[src/rtl/def_params.v]
// Global width and reset macros shared by the fetch front end.
`ifndef DEF_PARAMS_V
`define DEF_PARAMS_V
`define ADDR_SIZE 31
`define INSTR_SIZE 31
`define RESET_PC_DEFAULT 32'h0000_0000
`define INSTR_BYTES 4
`endif

[src/rtl/fetch_ctrl_pkg.sv]
// Types shared by the fetch sequencer, its buffer and the bus interface.
`include "def_params.v"
package fetch_ctrl_pkg;
  localparam int AW = `ADDR_SIZE + 1;
  localparam int IW = `INSTR_SIZE + 1;

  typedef logic [AW-1:0] addr_t;
  typedef logic [IW-1:0] instr_t;

  typedef struct packed {
    addr_t  pc;
    instr_t instr;
  } fetch_entry_t;

  function automatic addr_t word_align(addr_t a);
    return {a[AW-1:2], 2'b00};
  endfunction
endpackage

[src/rtl/fetch_ctrl_if.sv]
// imem request/response plus redirect and decode handshake of the fetch unit.
interface fetch_ctrl_if;
  import fetch_ctrl_pkg::*;

  addr_t  imem_addr;
  logic   imem_enable;
  instr_t imem_data;
  logic   redirect;
  addr_t  redirect_pc;
  logic   instr_valid;
  logic   instr_ready;
  instr_t instr;
  addr_t  instr_pc;

  modport master (
    output imem_addr, imem_enable,
    output instr_valid, instr, instr_pc,
    input  imem_data, redirect, redirect_pc,
    input  instr_ready
  );

  modport slave (
    input  imem_addr, imem_enable,
    input  instr_valid, instr, instr_pc,
    output imem_data, redirect, redirect_pc,
    output instr_ready
  );
endinterface

[src/rtl/fetch_buf.sv]
// Two-entry {pc, instr} FIFO with synchronous flush; head is register-only.
module fetch_buf
  import fetch_ctrl_pkg::*;
#(
  parameter int DEPTH = 2
) (
  input  logic         clk,
  input  logic         reset,
  input  logic         push_i,
  input  logic         pop_i,
  input  logic         flush_i,
  input  fetch_entry_t push_data_i,
  output logic [1:0]   count_o,
  output fetch_entry_t head_o
);
  fetch_entry_t ent_q [DEPTH];
  logic         hd_q, hd_d;
  logic [1:0]   cnt_q, cnt_d;
  logic         tail;
  logic         do_push, do_pop;

  always_comb begin
    do_pop  = pop_i & (cnt_q != 2'd0);
    do_push = push_i & (cnt_q != 2'(DEPTH));
    tail    = hd_q ^ cnt_q[0];
    cnt_d   = cnt_q + {1'b0, do_push} - {1'b0, do_pop};
    hd_d    = hd_q ^ do_pop;
    if (flush_i) begin
      cnt_d = 2'd0;
      hd_d  = 1'b0;
    end
  end

  always_ff @(posedge clk) begin
    if (reset) begin
      cnt_q <= 2'd0;
      hd_q  <= 1'b0;
      for (int i = 0; i < DEPTH; i++) begin
        ent_q[i] <= '0;
      end
    end else begin
      cnt_q <= cnt_d;
      hd_q  <= hd_d;
      if (do_push) begin
        ent_q[tail] <= push_data_i;
      end
    end
  end

  assign count_o = cnt_q;
  assign head_o  = ent_q[hd_q];
endmodule

[src/rtl/fetch_ctrl.sv]
// Fetch sequencer: owns the PC, issues to 1-cycle imem, feeds decode buffer.
`include "def_params.v"
module fetch_ctrl
  import fetch_ctrl_pkg::*;
#(
  parameter addr_t RESET_PC  = `RESET_PC_DEFAULT,
  parameter int    BUF_DEPTH = 2
) (
  input logic          clk,
  input logic          reset,
  fetch_ctrl_if.master bus
);
  addr_t        pc_q, pc_d;
  addr_t        ifl_pc_q, ifl_pc_d;
  logic         ifl_q, ifl_d;
  logic [1:0]   count;
  fetch_entry_t head;
  fetch_entry_t fill_ent;
  logic         valid, pop, fill, issue;
  logic [2:0]   occ;

  always_comb begin
    valid    = (count != 2'd0);
    pop      = valid & bus.instr_ready;
    // a redirect kills the response landing in the same cycle
    fill     = ifl_q & ~bus.redirect;
    occ      = {1'b0, count} + {2'b00, ifl_q};
    issue    = ~reset & ~bus.redirect
             & (occ < 3'(BUF_DEPTH) + {2'b00, pop});
    fill_ent = '{pc: ifl_pc_q, instr: bus.imem_data};
    ifl_d    = issue;
    ifl_pc_d = issue ? pc_q : ifl_pc_q;
    pc_d     = pc_q;
    if (bus.redirect) begin
      pc_d = word_align(bus.redirect_pc);
    end else if (issue) begin
      pc_d = pc_q + AW'(`INSTR_BYTES);
    end
  end

  always_ff @(posedge clk) begin
    if (reset) begin
      pc_q     <= word_align(RESET_PC);
      ifl_q    <= 1'b0;
      ifl_pc_q <= '0;
    end else begin
      pc_q     <= pc_d;
      ifl_q    <= ifl_d;
      ifl_pc_q <= ifl_pc_d;
    end
  end

  fetch_buf #(
    .DEPTH(BUF_DEPTH)
  ) u_buf (
    .clk        (clk),
    .reset      (reset),
    .push_i     (fill),
    .pop_i      (pop),
    .flush_i    (bus.redirect),
    .push_data_i(fill_ent),
    .count_o    (count),
    .head_o     (head)
  );

  assign bus.imem_enable = issue;
  assign bus.imem_addr   = pc_q;
  assign bus.instr_valid = valid;
  assign bus.instr       = head.instr;
  assign bus.instr_pc    = head.pc;
endmodule

[src/flat_wrapper.sv]
// flat-port wrapper written by rule: the top's interface ports become plain ports
module fetch_ctrl_flat import fetch_ctrl_pkg::*;
#(
  parameter addr_t RESET_PC  = `RESET_PC_DEFAULT,
  parameter int    BUF_DEPTH = 2
)
  (clk, reset, bus_imem_addr, bus_imem_enable, bus_instr_valid, bus_instr, bus_instr_pc, bus_imem_data, bus_redirect, bus_redirect_pc, bus_instr_ready);
  fetch_ctrl_if bus_i ();
  input logic clk;
  input logic reset;
  output wire logic [$bits(bus_i.imem_addr)-1:0] bus_imem_addr;
  output wire logic [$bits(bus_i.imem_enable)-1:0] bus_imem_enable;
  output wire logic [$bits(bus_i.instr_valid)-1:0] bus_instr_valid;
  output wire logic [$bits(bus_i.instr)-1:0] bus_instr;
  output wire logic [$bits(bus_i.instr_pc)-1:0] bus_instr_pc;
  input wire logic [$bits(bus_i.imem_data)-1:0] bus_imem_data;
  input wire logic [$bits(bus_i.redirect)-1:0] bus_redirect;
  input wire logic [$bits(bus_i.redirect_pc)-1:0] bus_redirect_pc;
  input wire logic [$bits(bus_i.instr_ready)-1:0] bus_instr_ready;
  assign bus_imem_addr = bus_i.imem_addr;
  assign bus_imem_enable = bus_i.imem_enable;
  assign bus_instr_valid = bus_i.instr_valid;
  assign bus_instr = bus_i.instr;
  assign bus_instr_pc = bus_i.instr_pc;
  assign bus_i.imem_data = bus_imem_data;
  assign bus_i.redirect = bus_redirect;
  assign bus_i.redirect_pc = bus_redirect_pc;
  assign bus_i.instr_ready = bus_instr_ready;
  fetch_ctrl #(.RESET_PC(RESET_PC), .BUF_DEPTH(BUF_DEPTH)) u_core (.clk(clk), .reset(reset), .bus(bus_i));
endmodule
[config.mk]
export PLATFORM = sky130hd
export DESIGN_NAME = fetch_ctrl_flat
export DESIGN_NICKNAME = d
export VERILOG_FILES = /design/src/rtl/fetch_ctrl_pkg.sv /design/src/rtl/fetch_ctrl_if.sv /design/src/rtl/fetch_buf.sv /design/src/rtl/fetch_ctrl.sv /design/src/flat_wrapper.sv
export VERILOG_INCLUDE_DIRS = /design/src /design/src/rtl
export SDC_FILE = /design/constraint.sdc
export NUM_CORES = 1
export LEC_CHECK = 0
export ABC_AREA = 1
export CAP_MARGIN = 20
export CORE_MARGIN = 1.5
export CORE_UTILIZATION = 31
export CTS_BUF_LIST = sky130_fd_sc_hd__clkbuf_4 sky130_fd_sc_hd__clkbuf_8 sky130_fd_sc_hd__clkbuf_16
export CTS_CLUSTER_DIAMETER = 120
export DETAILED_ROUTE_END_ITERATION = 6
export DONT_BUFFER_PORTS = 1
export GPL_ROUTABILITY_DRIVEN = 1
export PLACE_DENSITY = 0.47
export SYNTH_ARGS = -nofsm -noshare
export SYNTH_HDL_FRONTEND = slang
export SYNTH_HIERARCHICAL = 1
export SYNTH_SLANG_ARGS = --single-unit
[constraint.sdc]
create_clock -name clk -period 16.4 [get_ports clk]
set_clock_uncertainty 0.1 [all_clocks]
set_input_delay 4.92 -clock clk [delete_from_list [all_inputs] [get_ports clk]]
set_output_delay 4.92 -clock clk [all_outputs]
set_load 0.005 [all_outputs]
## After elaboration in Yosys (flattened, before gate mapping)

Memory sizes are Yosys's and may differ from the RTL's. A register that Yosys moved wholly into a read port is not among the register bits.
Index checks and enable logic that the tools add are counted.

- Bits of input ports: 68
- Memories: 1
- Memory bits (writable): 128
- Bits in read-only memories: 0
- Latch bits: 0
- Register bits after elaboration: 68
- Output and inout bits: 98

Memories:

| name | depth | width | rd ports | clocked after memory_dff | write ports | line | text |
|---|---|---|---|---|---|---|---|
| u_core.u_buf.ent_q | 2 | 64 | 1 | 1 | 2 | fetch_buf.sv:16 | `fetch_entry_t ent_q [DEPTH];` |

- Bitwise logic cells: 10
- Shift-type cells: 0
- Muxes and demuxes: 11
- Eq/ne operators: 1
- Order comparisons: 1
- Div/mod/pow operators: 0
- Add/subtract/negate cells: 5
- Multipliers: 0
- Reduce and logical (&&, ||, !) cells: 4

Operator list:

| operator | number |
|---|---|
| 32-bit 2-to-1 mux | 2 |
| 64-bit 2-to-1 mux | 1 |
| 64-bit OR reduction | 1 |
| 32-bit by 3-bit adder with 32-bit output, second input constant | 1 |
| 1-bit 2-to-1 mux | 8 |
| 1-bit AND | 6 |
| 2-bit nonzero test | 2 |
| 2-bit by 1-bit adder with 3-bit output | 1 |
| 2-bit by 1-bit adder with 3-bit output, first input constant | 1 |
| 3-bit < comparator | 1 |
| 2-bit by 1-bit adder with 2-bit output | 1 |
| 2-bit != test, second input constant | 1 |
| 1-bit NOT | 2 |
| 2-bit OR reduction | 1 |
| 2-bit by 1-bit subtractor with 2-bit output | 1 |
| 1-bit XOR | 2 |

## Depth between registers and ports, before layout

Gate-level depths: netlist of the first run.

- Depth in word-level cells: 8
- Mapped depth: 11
- Depth with buffers taken out: 10

## By module

Netlist of the first run, hierarchy kept.

Modules (own cells, without submodules):

| module | times used | area an instance (um2) | cells each |
|---|---|---|---|
| fetch_buf | 1 | 6605.1 | 594 |
| fetch_ctrl | 1 | 3398.3 | 525 |

## Worst setup path after synthesis of the first run

No wires, ideal clock.

- Path kind: input to register
- Start: input port bus_redirect
- End: memory u_core/u_buf/ent_q[0][0] in the netlist's numbering, enable pin
- Data arrival time: 10.008 ns
- Setup time: 0.574 ns
- Buffers on the path: 2
- Path slack: 5.718 ns
- Cell stages on the path: 5
- Data required time: 15.726 ns
- Cells stage by stage: buf_2 -> clkbuf_1 -> nor2_1 -> nand2_1 -> o21ai_0

RTL lines:

| item | line | text |
|---|---|---|
| from (decl) | flat_wrapper.sv:17 | `input wire logic [$bits(bus_i.redirect)-1:0] bus_redirect;` |
| to (decl) | fetch_buf.sv:16 |  |

## Final worst setup path of the first run

- Start: input port bus_instr_ready
- End: output port bus_imem_enable

- Cells in the longest elaborated chain, start to end: 4

Ends and longest elaborated chain:

| item | line | text |
|---|---|---|
| from (decl) | flat_wrapper.sv:19 | `input wire logic [$bits(bus_i.instr_ready)-1:0] bus_instr_ready;` |
| 1-bit AND | fetch_ctrl.sv:24 | `pop = valid & bus.instr_ready;` |
| 2-bit by 1-bit adder with 3-bit output | fetch_ctrl.sv:29 | `& (occ < 3'(BUF_DEPTH) + {2'b00, pop});` |
| 3-bit < comparator | fetch_ctrl.sv:29 |  |
| 1-bit AND | fetch_ctrl.sv:29 |  |
| to (decl) | flat_wrapper.sv:12 | `output wire logic [$bits(bus_i.imem_enable)-1:0] bus_imem_enable;` |

Every way passes these cells.

==> metrics.csv, run 1 <==
stage;metric;value;unit
power_and_ir_drop;intPower;0.000791;W
hold_path;hp-start;u_core/ifl_pc_q[2]$_SDFFE_PP0P_;
setup_path;required;11.38;ns
hold_path;hp-class;reg -> reg;
sta;worst_slew_margin_rel;0.290;
detailed_routing;ant_nets;0;
setup_path;worst-r2r-cell-count;5;
clocking;cts_setup_buffers;0;
clocking;insertion_delay;0.43;ns
setup_path;r2r_start;u_core/u_buf/hd_q$_SDFF_PP0_;
finish;register_area;0.00513;mm^2
clocking;cts_max_level;4;
yosys;synth_top_area_frac;0.384;
yosys;syn-cell-area;0.0100;mm^2
setup_path;cp-start-kind;primary input;
yosys;async_flop_share;0;
setup_path;crit_start;bus_instr_ready;
power_and_ir_drop;ir_drop;0.0671;mV
setup_path;r2r_end;u_core/u_buf/ent_q[1][7]$_SDFFCE_PN0P_;
power_and_ir_drop;powerDensity;99.2;mW/mm^2
floorplan;core_area;0.0316;mm^2
global_routing;grt_remaining_overflow;0;
detailed_routing;avgRoutedWirePerCell;16.5;um
floorplan;die_w;183;um
floorplan;io_pins;166;
yosys;yosysWarnings;6;
sta;finalSetupViolCount;0;
power_and_ir_drop;p_total;0.00107;W
sta;fmax;91.9;MHz
finish;diodes;0;
finish;final_nets;1155;
detailed_routing;drt_drc_violations_left;0;
place;gp_congestion;0.842;
yosys;netlist_top_cells_area;edfxtp_1 38%, nand2_1 13%, dfxtp_1 13%;
clocking;max-clock-path-buffers;2;
job;max-cap-violations;0;
setup_path;crit_path_end_kind;output port;
yosys;synth_edf_count;128;
yosys;synthFlopType;edfxtp_1;
power_and_ir_drop;netSwitchingFraction;0.260;
setup_path;rrSetupSlack;13.41;ns
sta;fin_tns_setup;0;ns
power_and_ir_drop;p_sw;0.000278;W
floorplan;die-area;0.0334;mm^2
yosys;syn_avg_cell_area;8.94;um^2
finish;drive_gt1_frac;0.180;
power_and_ir_drop;clkPwrFrac;0.413;
clocking;cts-resized-gates;0;
power_and_ir_drop;seqPwrFrac;0.518;
detailed_routing;via_count;6852;
setup_path;critPathKind;in -> out;
sta;post-route-period-util;0.663;
global_routing;grt_pass1_vias;6519;
place;dp_hpwl;15.7;mm
yosys;synthCells;1119;
sta;rsz0062_at_grt;false;
detailed_routing;drt-initial-drc-count;393;
floorplan;start_util;0.316;
global_routing;track_usage;0.153;
finish;multi_input_area;0.00396;mm^2
sta;layout_min_cycle_time;10.88;ns
yosys;yosys.area.top_type;edfxtp_1;
clocking;numCtsBuffers;17;
yosys;synth_most_common_cell;nand2_1;
global_routing;grt_pass1_wl;38.7;mm
setup_path;arrival;5.86;ns
power_and_ir_drop;p_comb_frac;0.069;
detailed_routing;firstDrtPassIters;4;
clocking;cts-root-buf;clkbuf_16;
finish;syn2layout_area_growth;7.79;%
clocking;cts.clk_slew.worst_paths;0.08;ns
clocking;cts_tree;done;
place;port_buffers;0;
yosys;seq_area_frac_synth;0.512;
sta;slew_viol_final;0;
finish;fill_cells;3285;
yosys;ys_top_cells_by_count;346 x nand2_1, 130 x inv_1, 128 x edfxtp_1, 121 x nor3_2, 64 x dfxtp_1;
hold_path;hold-path-endpoint;u_core/ifl_pc_q[2]$_SDFFE_PP0P_;
yosys;ys_ff_latch;192;
floorplan;rows;65;
detailed_routing;avgViaCountPerCell;4.58;
yosys;synth_cell_types;35;
power_and_ir_drop;p_leak;4.14;nW
clocking;cts_sinks;192;
floorplan;die_y;183;um
clocking;ctsHoldBuffers;0;
hold_path;holdPathStages;2;
setup_path;cp_max_fo;40;
detailed_routing;wirelength;24.7;mm
global_routing;grt_antenna_before_repair;0;
sta;tightest_slew;1.06;ns
sta;finalHoldViolCount;0;
global_routing;grt_max_degree;73;
run_status;status;finished, final reports clean;
[routing by layer]
metal | vias to the layer above | track usage | wire length (um) | share of wire
met2 | 172 | 0.245 | 11500 | 0.47
met4 | 0 | 0.0347 | 218 | 0.0088
met1 | 3130 | 0.208 | 11600 | 0.47
met3 | 12 | 0.0347 | 1380 | 0.056
met5 | - | 0 | 0 | 0
li1 | 3538 | - | - | -
[layout by cell type, fill, tap and decap left out, types with 6 or more instances in the layout]
cell type and n:
nand2_2 6, o21ai_0 36, buf_4 9, nand2_1 344, nand3_1 57, nor3_2 121, nor3_1 8, edfxtp_1 128
inv_6 6, a21oi_1 43, inv_1 130, dfxtp_1 63, clkbuf_16 17, nor2_1 60
[flip-flops by register name (all words and copies together), names as in the netlist]
register and cells:
u_core/ifl_pc_q 30, u_core/u_buf/ent_q 128, u_core/u_buf/hd_q 1, u_core/ifl_q 1, u_core/u_buf/count_o 2, u_core/bus.imem_addr 30
[how the worst max path moves through the flow]
stage	end	cells past startpoint
floorplan	u_core/u_buf/ent_q[0][0]$_SDFFCE_PN0P_	5
global placement	bus_imem_enable	4
detailed placement	bus_imem_enable	4
CTS	bus_imem_enable	4
global route	bus_imem_enable	4
finish	bus_imem_enable	4
[worst max-delay path: stages]
cell and delay (ns):
nand3_1 0.06, nand2_1 0.06, nand2_2 0.62, clkinv_2 0.19
[power groups by stage]
stage          logic (W)  registers, W  clock network [W]
3_3_place_gp   0.0000738      0.000566                  0
6_report       0.0000734      0.000554           0.000442
3_5_place_dp   0.0000746      0.000566                  0
4_1_cts        0.0000750      0.000555           0.000455
2_1_floorplan  0.0000607      0.000563                  0
5_1_grt        0.0000837      0.000558           0.000479
[per-stage QoR]
stage / cells / hold WS (ns) / worst slack [ns] / area (um^2) / util
after detailed placement: 1465 / 0.355 / 5.49 / 10200 / 0.321
after CTS: 1497 / 0.367 / 5.48 / 10800 / 0.341
after global routing: 1497 / 0.397 / 5.39 / 10800 / 0.341
after global placement: 1465 / 0.361 / 5.47 / 10200 / 0.321
final: 1497 / 0.371 / 5.52 / 10800 / 0.341
after floorplan: 1122 / 0.345 / 5.72 / 10000 / -
[area by class of cell]
type,instances,share of cell area
flip-flops and latches,192,0.475
multi-input cells,726,0.367
inverters,136,0.0475
well taps,402,0.0466
clock buffers,17,0.0395
clock inverters,15,0.0174
repair buffers,9,0.00627
[logic make-up after synthesis]
family                     count (synthesis)  share of synthesized area
xor gates and xnor gates                   7                    0.00613
buffers and inverters                    204                     0.0978
AOI/OAI and AO/OA                         94                     0.0503
DFF                                      192                      0.512
adders and majority gates                  5                    0.00625
other                                      1                   0.000375
and+or+nand+nor                          616                      0.327
Power figures use the tool's default switching activity.
==> run 2: changes to the inputs <==
--- a/config.mk
+++ b/config.mk
@@ -6,7 +6,7 @@
 export SDC_FILE = /design/constraint.sdc
 export NUM_CORES = 1
 export LEC_CHECK = 0
-export ABC_AREA = 1
+export ABC_AREA = 0
 export CAP_MARGIN = 20
 export CORE_MARGIN = 1.5
 export CORE_UTILIZATION = 31
==> constraint.sdc (replaced) <==
create_clock -name clk -period 10.1 [get_ports clk]
set_clock_uncertainty 0.1 [all_clocks]
set_input_delay 3.03 -clock clk [delete_from_list [all_inputs] [get_ports clk]]
set_output_delay 3.03 -clock clk [all_outputs]
set_load 0.005 [all_outputs]
==> run 2 against run 1 <==
  * Flip-flop and latch count unchanged
  * Worst hold slack got worse by 0.016 ns
  * Synthesized area shrank 5.8%
  * Sequential share of layout area is 3.0 points higher
==> metrics.csv, run 2 <==
stage;metric;value;unit
yosys;ys_top_cells_by_count;128 x edfxtp_1, 97 x a21oi_1, 84 x nand2_1, 68 x mux2_2;
yosys;yosys.area.top_type;edfxtp_1;
finish;diodes;0;
setup_path;cpPeakStageDelay;0.42;ns
setup_path;cp_max_fo;4;
clocking;cts-root-buf;clkbuf_16;
setup_path;r2r_start;u_core/u_buf/hd_q$_SDFF_PP0_;
clocking;insertion_delay;0.44;ns
setup_path;crit_path_end_kind;output port;
clocking;numCtsBuffers;17;
yosys;synthCells;829;
setup_path;worst-r2r-cell-count;3;
floorplan;die_y;177;um
yosys;netlist_top_cells_area;edfxtp_1 41%, dfxtp_1 14%, mux2_2 8.1%;
hold_path;hp-class;reg -> reg;
global_routing;track_usage;0.158;
setup_path;cp-start-kind;primary input;
hold_path;hold-path-endpoint;u_core/ifl_pc_q[26]$_SDFFE_PP0P_;
floorplan;die_w;177;um
yosys;synthFlopType;edfxtp_1;
finish;syn2layout_area_growth;7.66;%
power_and_ir_drop;ir_drop;0.0919;mV
detailed_routing;drt_drc_violations_left;0;
yosys;async_flop_share;0;
power_and_ir_drop;p_leak;3.21;nW
yosys;synth_compound_area_frac;0.147;
global_routing;grt_pass1_wl;37.7;mm
clocking;cts-resized-gates;0;
sta;slew_viol_final;0;
finish;top_register;u_core/u_buf/ent_q;
place;placed_cell_area;0.00957;mm^2
setup_path;r2r_end;u_core/u_buf/ent_q[1][29]$_SDFFCE_PN0P_;
finish;layout_common_cells;128 x edfxtp_1, 97 x a21oi_1, 83 x nand2_1;
detailed_routing;via_count;6239;
floorplan;rows;63;
floorplan;die-area;0.0314;mm^2
yosys;syn_avg_cell_area;11.4;um^2
setup_path;arrival;3.89;ns
setup_path;rrSetupSlack;6.81;ns
yosys;synth_most_common_cell;edfxtp_1;
detailed_routing;firstDrtPassIters;5;
detailed_routing;drt-initial-drc-count;363;
run_status;status;finished, final reports clean;
place;dp_hpwl;14.3;mm
sta;fin_tns_setup;0;ns
clocking;cts_sinks;192;
finish;final_nets;856;
setup_path;critPathKind;in -> out;
global_routing;grt_pass1_vias;6124;
sta;tightest_slew;1.01;ns
yosys;seq_area_frac_synth;0.544;
place;dpl_worst_slack;3.06;ns
floorplan;core_area;0.0298;mm^2
yosys;synth_top_family_by_area;simple AND/OR/NAND/NOR gates;
sta;worst_slew_margin_rel;0.325;
detailed_routing;ant_nets;0;
setup_path;crit_path_cell_trace;o21ai_0 > o21ai_0 > nand2_1 > inv_1;
finish;largest_reg_flops;128;
sta;layout_min_cycle_time;7.02;ns
clocking;ctsHoldBuffers;0;
detailed_routing;wirelength;24.7;mm
place;gp_congestion;0.771;
sta;finalHoldViolCount;0;
hold_path;hp-start;u_core/ifl_pc_q[26]$_SDFFE_PP0P_;
yosys;ys_ff_latch;192;
finish;drive_gt1_frac;0.236;
sta;worst_slack;3.08;ns
yosys;synth-adder-area-share;0.00664;
hold_path;holdPathStages;2;
yosys;synth_top_area_frac;0.408;
yosys;synth_cell_types;56;
global_routing;grt_max_degree;131;
setup_path;required;6.97;ns
place;port_buffers;0;
yosys;yosys.area_share.xor_xnor;0.0191;
finish;final_common_cell;edfxtp_1;
yosys;synth_edf_count;128;
detailed_routing;avgViaCountPerCell;5.26;
sta;hold_slack;0.355;ns
yosys;syn-cell-area;0.00942;mm^2
clocking;cts_max_level;4;
floorplan;io_pins;166;
global_routing;grt_remaining_overflow;0;
yosys;yosysWarnings;6;
detailed_routing;avgRoutedWirePerCell;20.8;um
floorplan;start_util;0.316;
setup_path;cpMaxStageDelayCell;o21ai_0;
clocking;cts_tree;done;
clocking;cts_setup_buffers;0;
power_and_ir_drop;powerDensity;163;mW/mm^2
clocking;cts.clk_slew.worst_paths;0.07;ns
setup_path;crit_top_cell;o21ai_0;
sta;finalSetupViolCount;0;
sta;post-route-period-util;0.695;
finish;fin_area;0.0101;mm^2
yosys;synth.area.mux_share;0.0823;
yosys;yosys.area_share.simple;0.148;
job;max-cap-violations;0;
finish;final_util;0.340;
clocking;max-clock-path-buffers;2;
sta;rsz0062_at_grt;false;
global_routing;grt_antenna_before_repair;0;
sta;fmax;143;MHz
==> run 2: cell families (layout without fill, tap and decap cells) <==
family / count (synthesis) / in the layout
DFF: 192 / 192
and+or+nand+nor: 249 / 249
adders and majority gates: 5 / 5
buffers and inverters: 87 / 51
AOI/OAI and AO/OA: 207 / 207
muxes: 69 / 69
xor gates and xnor gates: 19 / 19
other: 1 / 4
==> run 2: final cells by class <==
class	instances	area, um^2
fillers	3058	19700
flip-flops and latches	192	5130
multi-input cells	553	3840
well taps	390	488
clock buffers	19	464
clock inverters	13	110
repair buffers	11	82.6
inverters	8	30.0
==> run 2: how the worst max path moves through the flow <==
| stage | from | end |
|---|---|---|
| 6_report | bus_instr_ready | bus_imem_enable |
| 5_1_grt | bus_instr_ready | bus_imem_enable |
| 4_1_cts | bus_instr_ready | bus_imem_enable |
| 3_5_place_dp | bus_instr_ready | bus_imem_enable |
| 3_3_place_gp | bus_instr_ready | bus_imem_enable |
| 2_1_floorplan | bus_instr_ready | bus_imem_enable |
==> run 2: stage by stage <==
step,std cells,power (W)
3_5_place_dp,1154,0.00100
3_3_place_gp,1154,0.00100
2_1_floorplan,832,0.000979
5_1_grt,1186,0.00172
4_1_cts,1186,0.00168
6_report,1186,0.00166
==> run 2: critical path: cells and delay by family <==
| kind | cells | cell delay (ns) |
|---|---|---|
| AND/OR/NAND/NOR | 1 | 0.17 |
| buffers and inverters | 1 | 0.13 |
| AO/OA/AOI/OAI | 2 | 0.56 |
==> run 2: power breakdown <==
| group | internal (W) | leakage, nW | switching (W) | total (W) |
|---|---|---|---|---|
| clock | 0.000346 | 0.285 | 0.000329 | 0.000675 |
| combinational | 0.0000319 | 1.07 | 0.0000548 | 0.0000867 |
| sequential | 0.000871 | 1.85 | 0.0000247 | 0.000895 |
| total | 0.00125 | 3.21 | 0.000408 | 0.00166 |
==> run 2: layer usage <==
| metal | GRT usage | part of all wire | routed length (um) |
|---|---|---|---|
| met1 | 0.226 | 0.49 | 12000 |
| met2 | 0.236 | 0.44 | 10900 |
| met3 | 0.0409 | 0.062 | 1540 |
| met4 | 0.0375 | 0.0090 | 223 |
| met5 | 0 | 0 | 0 |
==> run 3: changes to the inputs <==
--- a/config.mk
+++ b/config.mk
@@ -15,7 +15,7 @@
 export DETAILED_ROUTE_END_ITERATION = 6
 export DONT_BUFFER_PORTS = 1
 export GPL_ROUTABILITY_DRIVEN = 1
-export PLACE_DENSITY = 0.47
+export PLACE_DENSITY = 0.48
 export SYNTH_ARGS = -nofsm -noshare
 export SYNTH_HDL_FRONTEND = slang
 export SYNTH_HIERARCHICAL = 1
==> constraint.sdc (replaced) <==
create_clock -name clk -period 6.1 [get_ports clk]
set_clock_uncertainty 0.1 [all_clocks]
set_input_delay 1.83 -clock clk [delete_from_list [all_inputs] [get_ports clk]]
set_output_delay 1.83 -clock clk [all_outputs]
set_load 0.005 [all_outputs]
==> run 3 against run 2 <==
  * Cell count barely moved
  * Critical path depth did not move
  * Setup slack got worse by 1.6 ns
  * Utilization increased by 0.19 points
  * Routed wire length fell by 0.93%
  * Flip-flop and latch count did not move
  * Sequential share of layout area shrank 0.28 points
  * First-iteration DRC count fell by 5.0%
  * Critical path type unchanged
  * Largest power group unchanged
==> metrics.csv, run 3 (synthesized netlist as in run 2, its figures left out) <==
stage;metric;value;unit
run_status;status;finished, final reports clean;
place;port_buffers;0;
power_and_ir_drop;p_leak;3.23;nW
setup_path;cp_top_family;compound AO/OA/AOI/OAI gates;
setup_path;crit_path_end_kind;output port;
sta;worst_slew_margin_rel;0.259;
power_and_ir_drop;powerDensity;277;mW/mm^2
finish;final_common_cell;edfxtp_1;
clocking;cts-resized-gates;0;
clocking;cts_sinks;192;
clocking;cts-root-buf;clkbuf_16;
sta;fmax;217;MHz
global_routing;grt_remaining_overflow;0;
clocking;numCtsBuffers;17;
finish;fill_cells;3042;
power_and_ir_drop;ir_drop;0.146;mV
detailed_routing;drt-initial-drc-count;345;
finish;syn2layout_area_growth;8.26;%
detailed_routing;drt_drc_violations_left;0;
sta;rsz0062_at_grt;false;
finish;largest_reg_flops;128;
floorplan;io_pins;166;
floorplan;rows;63;
place;gp_congestion;0.757;
clocking;max-clock-path-buffers;2;
clocking;ctsHoldBuffers;0;
global_routing;track_usage;0.156;
sta;fin_tns_setup;0;ns
finish;multi_input_area;0.00384;mm^2
setup_path;crit_path_cell_trace;o21ai_0 > o21ai_0 > nand2_1 > inv_1;
detailed_routing;avgViaCountPerCell;5.22;
clocking;cts_max_level;4;
setup_path;cpMaxStageDelayCell;o21ai_0;
job;max-cap-violations;0;
finish;drive_gt1_frac;0.235;
sta;layout_min_cycle_time;4.61;ns
floorplan;die-area;0.0314;mm^2
setup_path;cp_max_fo;4;
global_routing;grt_pass1_wl;37.2;mm
finish;top_register;u_core/u_buf/ent_q;
sta;finalHoldViolCount;0;
place;dpl_worst_slack;1.47;ns
sta;finalSetupViolCount;0;
sta;worst_slack;1.49;ns
floorplan;die_w;177;um
finish;register_area;0.00513;mm^2
clocking;cts_tree;done;
floorplan;die_y;177;um
sta;hold_slack;0.355;ns
floorplan;start_util;0.316;
detailed_routing;avgRoutedWirePerCell;20.6;um
setup_path;crit_top_cell;o21ai_0;
clocking;cts_setup_buffers;0;
setup_path;cp-start-kind;primary input;
setup_path;required;4.17;ns
global_routing;grt_max_degree;131;
setup_path;crit_buf_inv;1;
sta;tightest_slew;1.11;ns
setup_path;cpPeakStageDelay;0.40;ns
detailed_routing;via_count;6196;
sta;slew_viol_final;0;
detailed_routing;firstDrtPassIters;4;
global_routing;grt_antenna_before_repair;1;
finish;layout_common_cells;128 x edfxtp_1, 97 x a21oi_1, 83 x nand2_1;
detailed_routing;ant_nets;0;
sta;post-route-period-util;0.756;
floorplan;core_area;0.0298;mm^2
finish;final_nets;857;
detailed_routing;wirelength;24.5;mm
place;dp_hpwl;14.4;mm
setup_path;critPathKind;in -> out;
clocking;insertion_delay;0.42;ns
hold_path;hp-class;reg -> reg;
global_routing;grt_pass1_vias;6079;
setup_path;arrival;2.68;ns
clocking;cts.clk_slew.worst_paths;0.07;ns
-- run 3: worst paths after layout --
| check | cells past startpoint | from | endpoint | slack, ns |
|---|---|---|---|---|
| hold / removal | 2 | u_core/ifl_pc_q[19]$_SDFFE_PP0P_ | u_core/ifl_pc_q[19]$_SDFFE_PP0P_ | 0.36 |
| setup reg to reg | 6 | u_core/u_buf/count_o[0]$_SDFF_PP0_ | u_core/bus.imem_addr[22]$_SDFFE_PP0P_ | 3.22 |
| hold reg to reg | 2 | u_core/ifl_pc_q[19]$_SDFFE_PP0P_ | u_core/ifl_pc_q[19]$_SDFFE_PP0P_ | 0.36 |
| setup / recovery | 4 | bus_instr_ready | bus_imem_enable | 1.49 |
-- run 3: power breakdown --
group	switching, W	internal (W)
Combinational	0.0000901	0.0000539
Clock	0.000507	0.000693
Sequential	0.0000406	0.00144
Total	0.000638	0.00219
-- run 3: per-stage QoR --
step | cell area, um^2 | utilization | cells | power (W)
after floorplan | 9430 | - | 832 | 0.00162
final | 10200 | 0.342 | 1187 | 0.00283
after global routing | 10200 | 0.342 | 1187 | 0.00292
after CTS | 10200 | 0.342 | 1186 | 0.00287
after detailed placement | 9580 | 0.321 | 1155 | 0.00166
after global placement | 9580 | 0.321 | 1155 | 0.00166
-- run 3: layer usage --
metal,routed length [um],up-vias,global-route usage
li1,-,2958,-
met1,11800,3039,0.216
met2,10900,178,0.242
met3,1410,21,0.0360
met4,381,0,0.0431
met5,0,-,0
-- run 3: final cells by class --
| class | count | area share |
|---|---|---|
| Multi-Input combinational cell | 553 | 0.377 |
| Timing Repair Buffer | 12 | 0.00883 |
| Tap cell | 390 | 0.0478 |
| Antenna cell | 1 | 0.000245 |
| Sequential cell | 192 | 0.503 |
| Inverter | 8 | 0.00294 |
| Clock inverter | 13 | 0.0182 |
| Clock buffer | 18 | 0.0424 |
-- run 3: tightest hold or removal path, stage by stage (launching register included) --
cell and delay [ns]:
dfxtp_1 0.31, nand2_1 0.05, a21oi_1 0.05
